[src/rtl/spi_pkg.sv]
// Shared definitions for the SPI master engine:
// FSM state encoding and SPI mode-0 clock constants.
package spi_pkg;

    typedef enum logic [2:0] {
        IDLE,
        SETUP,
        SHIFT,
        WAIT,
        HOLD
    } state_t;

    localparam logic CPOL = 1'b0;
    localparam logic CPHA = 1'b0;

endpackage

[src/rtl/spi_master_engine_if.sv]
// Word handshake between the register layer (master)
// and the SPI shift engine (slave).
interface spi_master_engine_if #(
    parameter int DATA_WIDTH = 8
);

    logic [DATA_WIDTH-1:0] tx_data;
    logic                  tx_last;
    logic                  tx_valid;
    logic                  tx_ready;
    logic [DATA_WIDTH-1:0] rx_data;
    logic                  rx_valid;
    logic                  busy;
    logic                  done_irq;

    modport master (
        output tx_data, tx_last, tx_valid,
        input  tx_ready, rx_data, rx_valid, busy, done_irq
    );

    modport slave (
        input  tx_data, tx_last, tx_valid,
        output tx_ready, rx_data, rx_valid, busy, done_irq
    );

endinterface

[src/rtl/spi_sck_gen.sv]
// Half-period counter and SCK toggle. The counter also
// times the SCK-low SETUP and HOLD phases when sck_en is 0.
module spi_sck_gen
    import spi_pkg::*;
#(
    parameter int DIV_W = 8
) (
    input  logic             clk,
    input  logic             rst,
    input  logic             cnt_en,
    input  logic             sck_en,
    input  logic [DIV_W-1:0] div,
    output logic             tc,
    output logic             rise_tick,
    output logic             fall_tick,
    output logic             sck
);

    logic [DIV_W-1:0] cnt;
    logic             sck_q;

    assign tc        = cnt_en && (cnt == div);
    assign rise_tick = tc && sck_en && (sck_q == CPOL);
    assign fall_tick = tc && sck_en && (sck_q != CPOL);
    assign sck       = sck_q;

    // Counter runs 0..div while enabled; SCK flips at terminal count.
    always_ff @(posedge clk or posedge rst) begin
        if (rst) begin
            cnt   <= '0;
            sck_q <= CPOL;
        end else begin
            if (!cnt_en || tc) cnt <= '0;
            else               cnt <= cnt + 1'b1;
            if (!sck_en)       sck_q <= CPOL;
            else if (tc)       sck_q <= ~sck_q;
        end
    end

endmodule

[src/rtl/spi_master_engine.sv]
// SPI mode-0 master shift engine: frames words from the handshake
// onto MOSI/SCK/NSS and returns words shifted in from MISO.
module spi_master_engine
    import spi_pkg::*;
#(
    parameter int DATA_WIDTH = 8,
    parameter int DIV_W      = 8
) (
    input  logic             PCLK,
    input  logic             PRESET,
    input  logic [DIV_W-1:0] clk_div,
    spi_master_engine_if.slave bus,
    input  logic             MISO,
    output logic             MOSI,
    output logic             SCK,
    output logic             NSS
);

    localparam int BW = $clog2(DATA_WIDTH) + 1;

    state_t                state;
    state_t                state_n;
    logic [DIV_W-1:0]      div_q;
    logic [DATA_WIDTH-1:0] sh_q;
    logic [DATA_WIDTH-1:0] rx_q;
    logic [BW-1:0]         bits_q;
    logic                  last_q;
    logic                  miso_q;
    logic                  act_q;
    logic                  ready_q;
    logic                  rx_valid_q;
    logic                  busy_q;
    logic                  done_q;
    logic                  nss_q;
    logic                  cnt_en;
    logic                  sck_en;
    logic                  tc;
    logic                  rise_tick;
    logic                  fall_tick;
    logic                  sample;
    logic                  shift;
    logic                  xfer;
    logic                  word_end;
    logic                  hold_end;

    assign xfer     = bus.tx_valid && ready_q;
    assign cnt_en   = (state == SETUP) || (state == SHIFT) || (state == HOLD);
    assign sck_en   = (state == SHIFT);
    assign sample   = (CPHA == 1'b0) ? rise_tick : fall_tick;
    assign shift    = (CPHA == 1'b0) ? fall_tick : rise_tick;
    assign word_end = shift && (bits_q == BW'(DATA_WIDTH - 1));
    assign hold_end = (state == HOLD) && tc;

    assign MOSI         = act_q & sh_q[DATA_WIDTH-1];
    assign NSS          = nss_q;
    assign bus.tx_ready = ready_q;
    assign bus.rx_data  = rx_q;
    assign bus.rx_valid = rx_valid_q;
    assign bus.busy     = busy_q;
    assign bus.done_irq = done_q;

    spi_sck_gen #(
        .DIV_W (DIV_W)
    ) u_sck_gen (
        .clk       (PCLK),
        .rst       (PRESET),
        .cnt_en    (cnt_en),
        .sck_en    (sck_en),
        .div       (div_q),
        .tc        (tc),
        .rise_tick (rise_tick),
        .fall_tick (fall_tick),
        .sck       (SCK)
    );

    // FSM state register.
    always_ff @(posedge PCLK or posedge PRESET) begin
        if (PRESET) state <= IDLE;
        else        state <= state_n;
    end

    // Next-state logic; WAIT re-enters SHIFT directly, skipping SETUP.
    always_comb begin
        state_n = state;
        unique case (state)
            IDLE:    if (xfer) state_n = SETUP;
            SETUP:   if (tc) state_n = SHIFT;
            SHIFT:   if (word_end) state_n = last_q ? HOLD : WAIT;
            WAIT:    if (xfer) state_n = SHIFT;
            HOLD:    if (tc) state_n = IDLE;
            default: state_n = IDLE;
        endcase
    end

    // Datapath: word latch, shift register, pins and status pulses.
    always_ff @(posedge PCLK or posedge PRESET) begin
        if (PRESET) begin
            div_q      <= '0;
            sh_q       <= '0;
            rx_q       <= '0;
            bits_q     <= '0;
            last_q     <= 1'b0;
            miso_q     <= 1'b0;
            act_q      <= 1'b0;
            ready_q    <= 1'b0;
            rx_valid_q <= 1'b0;
            busy_q     <= 1'b0;
            done_q     <= 1'b0;
            nss_q      <= 1'b1;
        end else begin
            ready_q    <= (state_n == IDLE) || (state_n == WAIT);
            rx_valid_q <= 1'b0;
            done_q     <= 1'b0;
            if (xfer) begin
                sh_q   <= bus.tx_data;
                last_q <= bus.tx_last;
                bits_q <= '0;
                act_q  <= 1'b1;
                nss_q  <= 1'b0;
                busy_q <= 1'b1;
                if (state == IDLE) div_q <= clk_div;
            end
            if (sample) miso_q <= MISO;
            if (shift) begin
                sh_q   <= {sh_q[DATA_WIDTH-2:0], miso_q};
                bits_q <= bits_q + 1'b1;
            end
            if (word_end) begin
                rx_q       <= {sh_q[DATA_WIDTH-2:0], miso_q};
                rx_valid_q <= 1'b1;
                act_q      <= 1'b0;
            end
            if (hold_end) begin
                nss_q  <= 1'b1;
                done_q <= 1'b1;
                busy_q <= 1'b0;
            end
        end
    end

endmodule

[src/flat_wrapper.sv]
// flat-port wrapper written by rule: the top's interface ports become plain ports
module spi_master_engine_flat import spi_pkg::*;
#(
    parameter int DATA_WIDTH = 8,
    parameter int DIV_W      = 8
)
  (PCLK, PRESET, clk_div, MISO, MOSI, SCK, NSS, bus_tx_data, bus_tx_last, bus_tx_valid, bus_tx_ready, bus_rx_data, bus_rx_valid, bus_busy, bus_done_irq);
  spi_master_engine_if #(.DATA_WIDTH(DATA_WIDTH)) bus_i ();
  input  logic PCLK;
  input  logic PRESET;
  input  logic [DIV_W-1:0] clk_div;
  input  logic MISO;
  output logic MOSI;
  output logic SCK;
  output logic NSS;
  input wire logic [$bits(bus_i.tx_data)-1:0] bus_tx_data;
  input wire logic [$bits(bus_i.tx_last)-1:0] bus_tx_last;
  input wire logic [$bits(bus_i.tx_valid)-1:0] bus_tx_valid;
  output wire logic [$bits(bus_i.tx_ready)-1:0] bus_tx_ready;
  output wire logic [$bits(bus_i.rx_data)-1:0] bus_rx_data;
  output wire logic [$bits(bus_i.rx_valid)-1:0] bus_rx_valid;
  output wire logic [$bits(bus_i.busy)-1:0] bus_busy;
  output wire logic [$bits(bus_i.done_irq)-1:0] bus_done_irq;
  assign bus_i.tx_data = bus_tx_data;
  assign bus_i.tx_last = bus_tx_last;
  assign bus_i.tx_valid = bus_tx_valid;
  assign bus_tx_ready = bus_i.tx_ready;
  assign bus_rx_data = bus_i.rx_data;
  assign bus_rx_valid = bus_i.rx_valid;
  assign bus_busy = bus_i.busy;
  assign bus_done_irq = bus_i.done_irq;
  spi_master_engine #(.DATA_WIDTH(DATA_WIDTH), .DIV_W(DIV_W)) u_core (.PCLK(PCLK), .PRESET(PRESET), .clk_div(clk_div), .bus(bus_i), .MISO(MISO), .MOSI(MOSI), .SCK(SCK), .NSS(NSS));
endmodule
[config.mk]
export PLATFORM = sky130hd
export DESIGN_NAME = spi_master_engine_flat
export DESIGN_NICKNAME = d
export VERILOG_FILES = /design/src/rtl/spi_pkg.sv /design/src/rtl/spi_master_engine_if.sv /design/src/rtl/spi_sck_gen.sv /design/src/rtl/spi_master_engine.sv /design/src/flat_wrapper.sv
export SDC_FILE = /design/constraint.sdc
export NUM_CORES = 1
export LEC_CHECK = 0
export CAP_MARGIN = 20
export CORE_MARGIN = 2
export CORE_UTILIZATION = 55
export DETAILED_ROUTE_END_ITERATION = 6
export GPL_TIMING_DRIVEN = 0
export PLACE_DENSITY = 0.89
export SETUP_SLACK_MARGIN = 0.4
export SLEW_MARGIN = 0
export SYNTH_ARGS = -nofsm -noshare
export SYNTH_HDL_FRONTEND = slang
export SYNTH_SLANG_ARGS = --single-unit
[constraint.sdc]
create_clock -name PCLK -period 5.8 [get_ports PCLK]
set_input_delay 1.74 -clock PCLK [delete_from_list [all_inputs] [get_ports PCLK]]
set_output_delay 1.74 -clock PCLK [all_outputs]
set_load 0.01 [all_outputs]
Yosys cells after proc, flatten, opt, wreduce, memory -nomap -nowiden:

Cells that the tools add are included.
W data, S select, Z words.

* eq/ne operators: 8
* bitwise gates (word level): 2
* reductions and logical operators: 18
* add/subtract/negate cells: 2
* mux-type cells: 21

Operators by type and width (count)
* $mux W8: 3
* $mux W3: 6
* $pmux W3 S5: 1
* $eq A3 B2 Y1 const B: 3
* $mux W1: 9
* $add A8 B1 Y8 const B: 1
* $eq A8 B8 Y1: 1
* $mux W4: 2
* $logic_and A1 B1 Y1: 7
* $logic_not A3 Y1: 2
* $reduce_bool A2 Y1: 3
* $add A4 B1 Y4 const B: 1
* $eq A4 B3 Y1 const B: 1
* $logic_or A1 B1 Y1: 4
* $eq A3 B1 Y1 const B: 1
* $eq A3 B3 Y1 const B: 1
* $ne A2 B1 Y1 const B: 1
* $reduce_and A2 Y1: 1
* $and A1 B1 Y1: 1
* $logic_not A1 Y1: 1
* $not A1 Y1: 1

* logic and storage cells: 66
* register bits: 48
* output and inout bits: 15
* bits of input ports: 21

Longest topological paths before layout:

Gate-level depths: netlist of run 1.

* depth in word-level cells: 11
* depth in mapped cells: 7
* gate-level depth less buffers: 5

Cells and area by module:

From an unflattened synthesis of run 1, not the netlist that was laid out.

* cell total of the unflattened synthesis: 207
* area total of the unflattened synthesis: 2204.6 µm²

Modules (own cells, without submodules)
* spi_master_engine: seq. area each 977.2 µm², area each 1681.6 µm², instances 1, cells an instance 155
* spi_sck_gen: seq. area each 225.2 µm², area each 523.0 µm², instances 1, cells an instance 52

Worst setup path before layout of run 1:

Ideal clock, no wire load.

* kind: input to register
* from: input bus_tx_valid
* to: register u_core.bits_q[2]
* arrival time: 2.759 ns
* path buffers: 2
* stages: 5
* slack: 2.923 ns
* cell sequence: and2_1 clkbuf_1 buf_1 mux2i_1 a21o_1

* cells in the longest elaborated chain, start to end: 2

Ends and longest elaborated chain
* start, declared: line flat_wrapper.sv:18 `input wire logic [$bits(bus_i.tx_valid)-1:0] bus_tx_valid;`
* $logic_and A1 B1 Y1: line spi_master_engine.sv:46 `assign xfer = bus.tx_valid && ready_q;`
* $reduce_bool A2 Y1 (no source line)
* end signal, assigned: line spi_master_engine.sv:126 `bits_q <= bits_q + 1'b1;`
* end, declared: line spi_master_engine.sv:26 `logic [BW-1:0] bits_q;`

No other way between the ends.
A chain may end at the register's enable or synchronous reset.

Worst setup path in the final report of run 1:

* from: input bus_tx_valid
* to: register u_core.sh_q[1]

* cells in the longest elaborated chain, start to end: 2

Ends and longest elaborated chain
* $logic_and A1 B1 Y1: line spi_master_engine.sv:46
* $reduce_bool A2 Y1 (no source line)
* end signal, assigned: line spi_master_engine.sv:115 `sh_q <= bus.tx_data;`
* end signal, assigned: line spi_master_engine.sv:125 `sh_q <= {sh_q[DATA_WIDTH-2:0], miso_q};`
* end, declared: line spi_master_engine.sv:24 `logic [DATA_WIDTH-1:0] sh_q;`

No other way between the ends.

==> results by group, run 1 <==
Timing
  • Clk_skew: 10.8 ps
  • Fin crit share: 57.5%
  • Fin crit period: 3330 ps
  • Rel. slew slack: 57.3%
  • Fmax: 300 MHz
  • Final Max Slew Viols: 0
  • Final setup violation count: 0
  • Slew of the pin with the lowest slew margin: 637 ps
  • Setup TNS: 0 ps
  • Final Hold Fails: 0
  • RSZ-0062 raised after global routing: false

Setup path
  • Crit path launch type: input pin
  • Critical Path Sink Type: flop
  • Slowest stage delay, CP: 480 ps
  • Crit-path max FO: 10
  • Setup Crit Path Kind: in2reg
  • Worst path cell trace: clkdlybuf4s50_1 -> and2_1 -> clkbuf_1 -> buf_1 -> mux2i_1 -> a21oi_1
  • Cell count of the worst reg-to-reg path: 6
  • CP required: 5990 ps
  • Worst endpoint data arrival time: 3520 ps
  • CP max stage cell: clkdlybuf4s50_1

Synthesis
  • Warnings, synthesis: 0
  • Top-count cell post-synth: dfrtp_1
  • Asr flop ratio synth: 100%
  • Avg Synthesized Cell Area: 11.4 um^2
  • Synth top area cells: dfrtp_1 53%, mux2_2 8.1%, nor2_1 4.9%, mux2i_1 4.1%, xnor2_2 2.9%
  • Yosys top cell area share: 52.9%
  • Seq cells post-synth: 48
  • Top post-synthesis cells by count: 47 x dfrtp_1, 29 x nor2_1, 16 x mux2_2
  • Syn nets: 218
  • Synth area leader: dfrtp_1
  • Post-synth EDFFs: 0
  • Library cells used by synthesis: 41
  • Synth Cell Area: 0.00222 mm^2
  • Post-Synthesis Cells: 195
  • Register area share after synthesis: 54.1%
  • Top_reg_cell synth: dfrtp_1

Clocking
  • CTS tree: built
  • Clk Latency, worst-skew pair: 310 ps
  • Hold Buf Count CTS: 0
  • Worst-path clk slew: 90 ps
  • Clk sink count: 48
  • Root Driver: clkbuf_8
  • Clock buffer depth: 2
  • PostCTS Resize Cnt: 0
  • CTS H-tree depth: 2
  • CTS Buf Count: 5
  • Setup Fix Bufs, Post-CTS: 0

Die
  • Die Ht: 67.6 um
  • Core ar.: 0.00394 mm^2
  • Die Wd: 67.6 um
  • Core Rows: 23
  • IO Count: 36
  • Total die area: 0.00457 mm^2
  • Initial Utilization: 56.4%

Routing
  • DRT Pass-1 Iters: 4
  • DR WL/cell: 15.4 um
  • Total number of vias: 1614
  • DRC errors left: 0
  • Final WL: 4450 um
  • Vias/cell: 5.58
  • Initial DRC Count: 78
  • DRT antenna net count: 0

Placed design
  • Placed cells: 281
  • HPWL after detailed placement: 3290 um
  • # port buffers: 35
  • RD Place Congestion: 0.900

Final layout
  • Layout cells sized above 1: 17.6%
  • Net count reported at finish: 261
  • Area Growth Syn to Fin: 23.8%
  • Final Instance Count excl. Fillers: 289
  • N_diodes: 0

Job
  • Maxcap violations: 0

Global route
  • GRT overflow: 0
  • Initial antenna violation count: 0
  • Largest net degree at the start of global routing: 29
  • All-Layer GR Usage: 21.8%
  • Global-route wire length before repair: 7300 um
  • Vias in the first global route: 1585

Outcome
  • Status: finished, final reports clean

Power and ir drop
  • Logic pwr share: 33.3%
  • NetSw: 0.372 mW
  • Switching Fraction: 33.9%
  • Part of the power in registers: 47.5%
  • Internal power: 0.726 mW
  • Leak: 1.18 nW
  • PwrDens: 399 mW/mm^2
  • Share of power burned in the clock network: 19.2%
  • Peak supply drop: 0.232 mV

Hold path
  • Hold Crit Depth: 1
  • HP Class: reg2reg
[worst max-delay path: cells and delay by family]
| kind | cells | cell delay (ps) |
|---|---|---|
| buffers and inverters | 3 | 1290 |
| multiplexers | 1 | 250 |
| AND/OR/NAND/NOR | 1 | 130 |
| AO/OA/AOI/OAI | 1 | 100 |
[layer usage]
layer / routed length (um) / global-route usage (%)
met1: 1810 / 27.0
met2: 2370 / 36.0
met3: 198 / 4.50
met4: 72 / 10.7
met5: 0 / 0
[sequential cells by signal, indices dropped and copies added, names as in the netlist, 3 cells and up]
| register | cells |
|---|---|
| u_core.bus.rx_data | 8 |
| u_core.state | 3 |
| u_core.div_q | 8 |
| u_core.bits_q | 4 |
| u_core.u_sck_gen.cnt | 8 |
| u_core.sh_q | 8 |
[placed cells by master, fill, tap and decap left out, types with 4 or more instances in the layout]
| master | netlist | routed |
|---|---|---|
| dfrtp_1 | 47 | 47 |
| clkdlybuf4s50_1 | 0 | 35 |
| nor2_1 | 29 | 29 |
| mux2_2 | 16 | 16 |
| a21oi_1 | 11 | 11 |
| mux2i_1 | 9 | 9 |
| nand3_1 | 9 | 9 |
| nand2_1 | 7 | 7 |
| xnor2_1 | 7 | 7 |
| clkbuf_8 | 0 | 6 |
| buf_2 | 5 | 5 |
| xor2_1 | 5 | 5 |
| inv_1 | 5 | 4 |
| xnor2_2 | 4 | 4 |
[power groups by stage]
stage	Clock [mW]	Combinational, mW	Sequential [mW]
floorplan	0	0.250	0.515
global placement	0	0.351	0.521
detailed placement	0	0.367	0.529
CTS	0.213	0.369	0.522
global route	0.226	0.407	0.534
finish	0.211	0.366	0.522
[cell families after synthesis]
group / count (synthesis) / synth area share, %
flip-flops: 48 / 54.1
multiplexers: 26 / 12.8
AND/OR/NAND/NOR: 66 / 15.0
XOR/XNOR: 16 / 7.65
adder cells (fa/ha/maj): 2 / 1.13
buffers and inverters: 13 / 2.48
AO/OA/AOI/OAI: 24 / 6.87
[stage by stage]
stage	instance area, um^2	utilization (%)	setup WS, ps	power (mW)	hold slack (ps)
floorplan	2220	-	2920	0.765	455
global placement	2640	66.9	2040	0.872	473
detailed placement	2660	67.4	2140	0.896	477
CTS	2750	69.8	2450	1.10	492
global route	2750	69.8	2330	1.17	525
finish	2750	69.8	2470	1.10	488
[final cells by class]
class / count / area, um^2
timing repair buffer: 36 / 370
clock inverter: 2 / 13.8
fill: 286 / 1190
sequential: 48 / 1200
multi-input combinational: 134 / 966
clock buffer: 6 / 82.6
inverter: 5 / 18.8
buffer: 8 / 36.3
tap: 50 / 62.6
[final timing paths]
path	startpoint	to	slack, ps
setup / recovery	bus_tx_valid	u_core.sh_q[1]	2470
setup reg to reg	u_core.u_sck_gen.cnt[1]	u_core.miso_q	3690
max in group asynchronous	PRESET	u_core.NSS	3470
hold reg to reg	u_core.last_q	u_core.state[0]	490
min in group asynchronous	PRESET	u_core.bus.rx_data[2]	1740
hold / removal	u_core.last_q	u_core.state[0]	490
Note: power is estimated with default switching activity, not from simulation.
==> run 2: changes to the inputs <==
--- a/config.mk
+++ b/config.mk
@@ -7,10 +7,10 @@
 export LEC_CHECK = 0
 export CAP_MARGIN = 20
 export CORE_MARGIN = 2
-export CORE_UTILIZATION = 55
+export CORE_UTILIZATION = 53
 export DETAILED_ROUTE_END_ITERATION = 6
 export GPL_TIMING_DRIVEN = 0
-export PLACE_DENSITY = 0.89
+export PLACE_DENSITY = 0.86
 export SETUP_SLACK_MARGIN = 0.4
 export SLEW_MARGIN = 0
 export SYNTH_ARGS = -nofsm -noshare
==> constraint.sdc (replaced) <==
create_clock -name PCLK -period 3.1 [get_ports PCLK]
set_input_delay 0.93 -clock PCLK [delete_from_list [all_inputs] [get_ports PCLK]]
set_output_delay 0.93 -clock PCLK [all_outputs]
set_load 0.01 [all_outputs]
==> results by group, run 2 (same netlist as run 1, synthesis figures left out) <==
Die
  • Core Rows: 23 (unchanged)
  • Total die area: 0.00473 mm^2 (+3.6%)
  • Die Wd: 68.8 um (+1.8%)
  • IO Count: 36 (unchanged)
  • Initial Utilization: 55.2% (-1.2 points)
  • Die Ht: 68.8 um (+1.8%)
  • Core ar.: 0.00403 mm^2 (+2.2%)

Routing
  • DR WL/cell: 14.6 um (-5.2%)
  • DRT Pass-1 Iters: 4 (unchanged)
  • Total number of vias: 1591 (-1.4%)
  • DRT antenna net count: 0 (unchanged)
  • Initial DRC Count: 113 (+45%)
  • DRC errors left: 0 (unchanged)
  • Vias/cell: 5.51 (-1.4%)
  • Final WL: 4220 um (-5.2%)

Final layout
  • FF/Latch Area: 0.00120 mm^2 (unchanged)
  • Most frequent cells in the layout: 47 x dfrtp_1, 35 x clkdlybuf4s50_1, 29 x nor2_1
  • Most common cell after layout, fill and taps aside: dfrtp_1
  • Area Growth Syn to Fin: 25.0%
  • Net count reported at finish: 261 (unchanged)
  • Finished Core Util: 69.0% (-0.81 points)
  • Final Instance Count excl. Fillers: 289 (unchanged)
  • Total of fill cells in the finished design: 307 (+7.3%)
  • Layout cells sized above 1: 17.6% (unchanged)
  • Post-route cell area: 0.00278 mm^2 (+1.0%)
  • N_diodes: 0 (unchanged)
  • Multi-input gate area: 966 um^2 (unchanged)

Setup path
  • Worst path cell trace: clkdlybuf4s50_1 -> and2_1 -> clkbuf_1 -> buf_1 -> mux2i_1 -> a21oi_1
  • Critical Path Sink Type: flop
  • Crit-path max FO: 10 (unchanged)
  • Crit path launch type: input pin
  • Setup Crit Path Kind: in2reg
  • CP required: 3280 ps (-2710 ps)
  • CP max stage cell: buf_1
  • Slowest stage delay, CP: 480 ps (about the same)
  • Worst endpoint data arrival time: 2710 ps (-810 ps)

Clocking
  • CTS tree: built
  • CTS H-tree depth: 2 (unchanged)
  • CTS Buf Count: 5 (unchanged)
  • Hold Buf Count CTS: 0 (unchanged)
  • Setup Fix Bufs, Post-CTS: 0 (unchanged)
  • Clk sink count: 48 (unchanged)
  • Worst-path clk slew: 100 ps (about the same)
  • PostCTS Resize Cnt: 0 (unchanged)
  • Clk Latency, worst-skew pair: 310 ps (about the same)
  • Root Driver: clkbuf_8
  • Clock buffer depth: 2 (unchanged)

Timing
  • Fmax: 395 MHz
  • Setup TNS: 0 ps (unchanged)
  • Rel. slew slack: 56.7% (-0.59 points)
  • Fin crit period: 2530 ps
  • Slew of the pin with the lowest slew margin: 646 ps (+9.53 ps)
  • Clk_skew: 14.8 ps (+3.98 ps)
  • Fin Hold WS: 506 ps (+18.2 ps)
  • Final Max Slew Viols: 0 (unchanged)
  • Fin crit share: 81.7%
  • RSZ-0062 raised after global routing: false
  • Final Hold Fails: 0 (unchanged)
  • Final setup violation count: 0 (unchanged)
  • Final worst slack: 568 ps (-1900 ps)

Power and ir drop
  • PwrDens: 761 mW/mm^2 (+91%)
  • Leak: 1.19 nW (+0.85%)
  • Pwr Total: 2.12 mW (+93%)
  • Peak supply drop: 0.541 mV (+130%)

Global route
  • All-Layer GR Usage: 20.4% (-1.4 points)
  • Largest net degree at the start of global routing: 27 (-6.9%)
  • GRT overflow: 0 (unchanged)
  • Vias in the first global route: 1546 (-2.5%)
  • Initial antenna violation count: 0 (unchanged)
  • Global-route wire length before repair: 7090 um (-2.9%)

Placed design
  • Placed cells: 281 (unchanged)
  • Setup slack after placement: 294 ps (-1840 ps)
  • HPWL after detailed placement: 3080 um (-6.2%)
  • RD Place Congestion: 0.843 (-6.3%)
  • Dpl cell area: 0.00266 mm^2 (+0.28%)
  • # port buffers: 35 (unchanged)

Job
  • Maxcap violations: 0 (unchanged)

Outcome
  • Status: finished, final reports clean

Hold path
  • HP Class: reg2reg
[run 2: cell types whose count changed in the layout (fill, tap and decap cells not counted)]
| cell | delta |
|---|---|
| buf_12 | -1 |
| buf_16 | +1 |
| bufinv_16 | +1 |
| clkbuf_8 | -1 |
| clkinv_2 | -1 |
| clkinv_4 | +2 |
| inv_6 | -1 |
[run 2: final cells by class]
class	count	share of cell area, %
repair buffers	36	13.6
multi-input cells	134	34.7
inverters	5	0.675
clock buffers	5	2.48
plain buffers	8	1.31
well taps	50	2.25
clock inverters	3	1.71
flip-flops and latches	48	43.2
[run 2: metal layers]
metal / part of all wire [%] / routed length (um) / vias to the layer above / GRT usage [%]
met3: 4.3 / 183 / 11 / 5.84
met1: 44 / 1860 / 773 / 25.7
li1: - / - / 766 / -
met2: 49 / 2070 / 41 / 32.8
met4: 2.4 / 102 / 0 / 8.82
met5: 0 / 0 / - / 0
[run 2: worst paths after layout]
| check | startpoint | endpoint | slack (ps) | cells after the start |
|---|---|---|---|---|
| min | u_core.last_q | u_core.state[0] | 510 | 1 |
| max | bus_tx_valid | u_core.sh_q[1] | 570 | 6 |
| min reg2reg | u_core.last_q | u_core.state[0] | 510 | 1 |
| max reg2reg | u_core.state[0] | u_core.bus.rx_data[3] | 1040 | 5 |
| min in group asynchronous | PRESET | u_core.miso_q | 980 | 2 |
| max in group asynchronous | PRESET | u_core.NSS | 1530 | 3 |
[run 2: where the power goes]
| part | switching, mW | internal [mW] | leakage (nW) |
|---|---|---|---|
| sequential | 0.170 | 0.809 | 0.607 |
| combinational | 0.309 | 0.369 | 0.528 |
| clock | 0.216 | 0.243 | 0.0583 |
| total | 0.695 | 1.42 | 1.19 |
[run 2: worst max-delay path, delay by kind of cell]
kind                   cells  cell delay [ps]
AND/OR/NAND/NOR            1              120
buffers and inverters      3             1280
multiplexers               1              280
AO/OA/AOI/OAI              1              100
